==> src/rtl/bcd_timer_ctrl_if.sv <==
// Host <-> BCD timer controller bus: start/done handshake, run controls and count readback.
// master = host side, slave = controller side.
interface bcd_timer_ctrl_if #(
    parameter int DIGITS = 2
);
    localparam int W = 4 * DIGITS;

    logic         start;
    logic         up_down;
    logic [W-1:0] load_val;
    logic [W-1:0] target;
    logic         pause;
    logic         abort;
    logic [W-1:0] count;
    logic         busy;
    logic         done;

    modport master (
        output start, up_down, load_val, target, pause, abort,
        input  count, busy, done
    );

    modport slave (
        input  start, up_down, load_val, target, pause, abort,
        output count, busy, done
    );
endinterface

==> src/rtl/bcd_timer_ctrl.sv <==
// Sequencing controller for a cascaded BCD counter: load, prescaled up/down count to target, done pulse.
// Optional BCD_TIMER_AUTO_RELOAD_EN: DONE reloads and repeats instead of returning to IDLE.
module bcd_timer_ctrl #(
    parameter int DIGITS   = 2,
    parameter int PRESCALE = 1
) (
    input  logic             clk,
    input  logic             rst,
    bcd_timer_ctrl_if.slave  bus
);
    localparam int W  = 4 * DIGITS;
    localparam int PW = $clog2(PRESCALE + 1);

    typedef enum logic [2:0] {
        S_IDLE,
        S_LOAD,
        S_RUN,
        S_HOLD,
        S_DONE
    } state_t;

    state_t        state_q, state_d;
    logic [W-1:0]  count_q, count_d;
    logic [PW-1:0] presc_q, presc_d;
    logic          dir_q, dir_d;
    logic          busy_q, busy_d;
    logic          done_q, done_d;

    logic [W-1:0]  sanitized;
    logic [W-1:0]  stepped;
    logic          step_c;

    // Non-decimal digits in the load value are forced to 0 so count stays BCD.
    for (genvar i = 0; i < DIGITS; i++) begin : g_san
        assign sanitized[4*i +: 4] = (bus.load_val[4*i +: 4] > 4'd9) ? 4'd0 : bus.load_val[4*i +: 4];
    end

    // Ripple carry/borrow across decades; step_c marks that this digit still has to move.
    always_comb begin
        stepped = count_q;
        step_c  = 1'b1;
        for (int i = 0; i < DIGITS; i++) begin
            if (step_c) begin
                if (dir_q) begin
                    if (count_q[4*i +: 4] == 4'd9) begin
                        stepped[4*i +: 4] = 4'd0;
                    end else begin
                        stepped[4*i +: 4] = count_q[4*i +: 4] + 4'd1;
                        step_c            = 1'b0;
                    end
                end else begin
                    if (count_q[4*i +: 4] == 4'd0) begin
                        stepped[4*i +: 4] = 4'd9;
                    end else begin
                        stepped[4*i +: 4] = count_q[4*i +: 4] - 4'd1;
                        step_c            = 1'b0;
                    end
                end
            end
        end
    end

    always_comb begin
        state_d = state_q;
        count_d = count_q;
        presc_d = presc_q;
        dir_d   = dir_q;
        case (state_q)
            S_IDLE: begin
                if (bus.start) begin
                    dir_d   = bus.up_down;
                    state_d = S_LOAD;
                end
            end
            S_LOAD: begin
                if (bus.abort) begin
                    state_d = S_IDLE;
                end else begin
                    count_d = sanitized;
                    presc_d = '0;
                    state_d = (sanitized == bus.target) ? S_DONE : S_RUN;
                end
            end
            S_RUN: begin
                if (bus.abort) begin
                    state_d = S_IDLE;
                end else if (bus.pause) begin
                    state_d = S_HOLD;
                end else if (presc_q == PW'(PRESCALE - 1)) begin
                    presc_d = '0;
                    count_d = stepped;
                    if (stepped == bus.target) state_d = S_DONE;
                end else begin
                    presc_d = presc_q + PW'(1);
                end
            end
            S_HOLD: begin
                if (bus.abort)       state_d = S_IDLE;
                else if (!bus.pause) state_d = S_RUN;
            end
            S_DONE: begin
`ifdef BCD_TIMER_AUTO_RELOAD_EN
                state_d = bus.abort ? S_IDLE : S_LOAD;
`else
                state_d = S_IDLE;
`endif
            end
            default: state_d = S_IDLE;
        endcase
    end

    // Status flags are registered from the current state, so they trail state by one cycle.
    always_comb begin
`ifdef BCD_TIMER_AUTO_RELOAD_EN
        busy_d = (state_q != S_IDLE);
`else
        busy_d = (state_q == S_LOAD) || (state_q == S_RUN) || (state_q == S_HOLD);
`endif
        done_d = (state_q == S_DONE);
    end

    always_ff @(posedge clk) begin
        if (rst) begin
            state_q <= S_IDLE;
            count_q <= '0;
            presc_q <= '0;
            dir_q   <= 1'b1;
            busy_q  <= 1'b0;
            done_q  <= 1'b0;
        end else begin
            state_q <= state_d;
            count_q <= count_d;
            presc_q <= presc_d;
            dir_q   <= dir_d;
            busy_q  <= busy_d;
            done_q  <= done_d;
        end
    end

    assign bus.count = count_q;
    assign bus.busy  = busy_q;
    assign bus.done  = done_q;
endmodule

==> src/flat_wrapper.sv <==
// flat-port wrapper written by rule: the top's interface ports become plain ports
module bcd_timer_ctrl_flat 
#(
    parameter int DIGITS   = 2,
    parameter int PRESCALE = 1
)
  (clk, rst, bus_start, bus_up_down, bus_load_val, bus_target, bus_pause, bus_abort, bus_count, bus_busy, bus_done);
  bcd_timer_ctrl_if #(.DIGITS(DIGITS)) bus_i ();
  input  logic clk;
  input  logic rst;
  input wire logic [$bits(bus_i.start)-1:0] bus_start;
  input wire logic [$bits(bus_i.up_down)-1:0] bus_up_down;
  input wire logic [$bits(bus_i.load_val)-1:0] bus_load_val;
  input wire logic [$bits(bus_i.target)-1:0] bus_target;
  input wire logic [$bits(bus_i.pause)-1:0] bus_pause;
  input wire logic [$bits(bus_i.abort)-1:0] bus_abort;
  output wire logic [$bits(bus_i.count)-1:0] bus_count;
  output wire logic [$bits(bus_i.busy)-1:0] bus_busy;
  output wire logic [$bits(bus_i.done)-1:0] bus_done;
  assign bus_i.start = bus_start;
  assign bus_i.up_down = bus_up_down;
  assign bus_i.load_val = bus_load_val;
  assign bus_i.target = bus_target;
  assign bus_i.pause = bus_pause;
  assign bus_i.abort = bus_abort;
  assign bus_count = bus_i.count;
  assign bus_busy = bus_i.busy;
  assign bus_done = bus_i.done;
  bcd_timer_ctrl #(.DIGITS(DIGITS), .PRESCALE(PRESCALE)) u_core (.clk(clk), .rst(rst), .bus(bus_i));
endmodule
==> config.mk <==
export PLATFORM = sky130hd
export DESIGN_NAME = bcd_timer_ctrl_flat
export DESIGN_NICKNAME = d
export VERILOG_FILES = /design/src/rtl/bcd_timer_ctrl_if.sv /design/src/rtl/bcd_timer_ctrl.sv /design/src/flat_wrapper.sv
export SDC_FILE = /design/constraint.sdc
export NUM_CORES = 1
export LEC_CHECK = 0
export ABC_AREA = 1
export CORE_ASPECT_RATIO = 1.2
export CORE_UTILIZATION = 43
export CTS_BUF_LIST = sky130_fd_sc_hd__clkbuf_16
export CTS_CLUSTER_SIZE = 24
export DETAILED_ROUTE_END_ITERATION = 16
export PLACE_DENSITY_LB_ADDON = 0.25
export SYNTH_ARGS = -nofsm -noshare
export SYNTH_HDL_FRONTEND = slang
export SYNTH_SLANG_ARGS = --single-unit
==> constraint.sdc <==
create_clock -name clk -period 2.6 [get_ports clk]
set_input_delay 0.52 -clock clk [delete_from_list [all_inputs] [get_ports clk]]
set_output_delay 0.52 -clock clk [all_outputs]
set_load 0.02 [all_outputs]
==> reports/metrics.csv <==
stage;metric;value;unit
cells_and_area;most frequent cells in the layout;78 x nand2_1, 48 x nand3_1, 38 x inv_1;
routing;final wirelength;4010;microns
sta;crit path time final;2.17;ns
synthesis;post-synth net total;295;
sta;skew final;0.00351;ns
placement;Placer Congestion;0.862;
clocking;Sink Count;14;
die;Starting Density;45.2;%
sta;RSZ-0062 raised after global routing;false;
placement;port bufs;31;
global_route;largest net degree at the start of global routing;17;
clocking;post-CTS setup buffers;0;
synthesis;synthesized area;1520;sq um
pwr;Lkg Pwr;0.953;nW
critical_path;critical path arrival;2.31;ns
cells_and_area;antenna diode count;0;
clocking;Clk Latency, worst-skew pair;0.25;ns
synthesis;ys async rst share;0;%
cells_and_area;synthesis-to-finish area growth;26.4;%
run_status;status;finished, final reports clean;
routing;number of DRC markers in iteration 0;47;
die;Die H;67.2;microns
cells_and_area;layout cell share with drive strength beyond 1;6.06;%
routing;number of vias in the routed layout;1813;
global_route;grt total ovfl;0;
clocking;cts repair resizes;0;
die;# rows;23;
sta;fmax;461;MHz
pwr;Total Power;1.10;mW
synthesis;top post-synthesis cells by area;nand2_1 19%, dfxtp_1 18%, nand3_1 16%, inv_1 9.4%, ha_1 4.9%;
placement;HPWL Detailed;3060;microns
routing;post-detailed-route via-to-cell ratio;5.43;
synthesis;sequential area share after synthesis;18.4;%
cells_and_area;nets;326;
flow_run;# Max-Cap Violations;0;
critical_path;CP Max Fanout;12;
synthesis;synth unique cells;25;
clocking;cts-stage hold buffer count;0;
sta;Worst-Margin Slew;0.545;ns
synthesis;syn avg cell area;5.70;sq um
min_path;Hold Path Class;register to register;
cells_and_area;Multi-input gate area;1040;sq um
synthesis;ys flop type;dfxtp_1;
clocking;Clock Root Buffer;clkbuf_16;
routing;routed len/inst;12.0;microns
synthesis;area leader, netlist;nand2_1;
sta;# setup viols final;0;
sta;Setup TNS;0;ns
critical_path;Worst EP required;2.74;ns
synthesis;YS warnings;0;
clocking;Reg clk slew, reported paths;0.05;ns
global_route;vias in the first global route;1611;
critical_path;Critical Path End Type;register;
die;# IOs;32;
clocking;Num CTS Buffers;3;
die;die area;3780;sq um
global_route;GRT Resource Usage Total;21.6;%
synthesis;Synth top area share;19.2;%
die;Die Width;56.3;microns
cells_and_area;leading cell type in the layout, fill and taps excluded;nand2_1;
clocking;Longest Clk Path Bufs;2;
cells_and_area;fillers;354;
sta;Slew Limit Fails;0;
clocking;CTS tree;done;
cells_and_area;Final Util;57.2;%
critical_path;critical path class;register to register;
synthesis;Mapped Cells;267;
die;CORE AREA;3370;sq um
pwr;maximum VDD drop;0.000437;V
clocking;htree depth;1;
synthesis;Yosys reg bits;14;
routing;Pre-antenna DRT Iters;4;
sta;period utilisation layout;83.4;%
sta;Final Hold Fails;0;
sta;slew margin rel.;63.6;%
global_route;initial antenna violation count;0;
critical_path;CP Launch Type;register;
synthesis;Post-synth EDFFs;0;
pwr;PwrDens;571;nW/um^2
global_route;first-pass GRT wire length;6640;microns
cells_and_area;FF/Latch Area;280;sq um
routing;ANT nets after route;0;
routing;drt drc;0;
cell type report:
| cell class | count | area share (%) |
|---|---|---|
| multi-input cells | 204 | 54.0 |
| well taps | 37 | 2.41 |
| clock inverters | 1 | 0.195 |
| inverters | 43 | 8.39 |
| repair buffers | 32 | 16.5 |
| flip-flops and latches | 14 | 14.6 |
| clock buffers | 3 | 3.90 |
final timing paths:
path	from	slack [ns]	cells after the start	end
max	u_core.dir_q	0.43	11	u_core.state_q[1]
min	u_core.state_q[0]	0.50	2	u_core.bus.busy
max reg2reg	u_core.dir_q	0.43	11	u_core.state_q[1]
min reg2reg	u_core.state_q[0]	0.50	2	u_core.bus.busy
cell usage after synthesis, types with 2 or more instances:
cell / instances
nand4_1: 7
buf_2: 3
dfxtp_1: 14
nor2_1: 14
inv_1: 38
xor2_1: 4
buf_6: 2
nand2_2: 2
nand3_1: 48
nor3_1: 6
a31oi_1: 8
ha_1: 6
inv_2: 5
a21oi_1: 7
nand3b_1: 2
o21ai_0: 14
nand3_2: 2
nand2_1: 78
flip-flops by register name, summed over array words and instances, names as in the netlist:
signal	count
u_core.bus.count	8
u_core.state_q	3
u_core.bus.busy	1
u_core.bus.done	1
u_core.dir_q	1
worst max-delay path: stages, from the launching register on:
cell and delay [ns]:
dfxtp_1 0.65, nand4_2 0.31, nand2_4 0.21, nand3_1 0.15, nand2_1 0.10, nand2_1 0.05, nand2_1 0.05, nand3_1 0.10
o21ai_2 0.19, nand2_1 0.07, o21bai_1 0.12, inv_1 0.05
per-stage QoR:
step | area, sq um | setup slack [ns] | std cells | hold slack, ns
floorplan | 1520 | 0.642 | 267 | 0.466
global placement | 1850 | 0.335 | 330 | 0.484
detailed placement | 1850 | 0.242 | 330 | 0.487
CTS | 1920 | 0.421 | 334 | 0.500
global route | 1920 | 0.188 | 334 | 0.560
finish | 1920 | 0.432 | 334 | 0.496
power by group:
group	internal (mW)	switching (mW)	leakage, nW
registers	0.244	0.0506	0.115
clock network	0.204	0.0947	0.0385
logic	0.199	0.307	0.800
total	0.647	0.452	0.953
kinds of logic after synthesis:
logic type	after synthesis	synth area share [%]
buffers and inverters	49	13.3
adders and majority gates	6	4.93
xor gates and xnor gates	4	2.30
AOI/OAI and AO/OA	31	11.3
DFF	14	18.4
and+or+nand+nor	163	49.8
metal layers:
| layer | part of all wire [%] | track usage (%) | up-vias |
|---|---|---|---|
| li1 | - | - | 936 |
| met1 | 47 | 26.4 | 843 |
| met2 | 50 | 40.8 | 29 |
| met3 | 2.8 | 2.11 | 5 |
| met4 | 0.77 | 5.79 | 0 |
| met5 | 0 | 0 | - |
No activity file was read; power rests on OpenSTA's default activity.
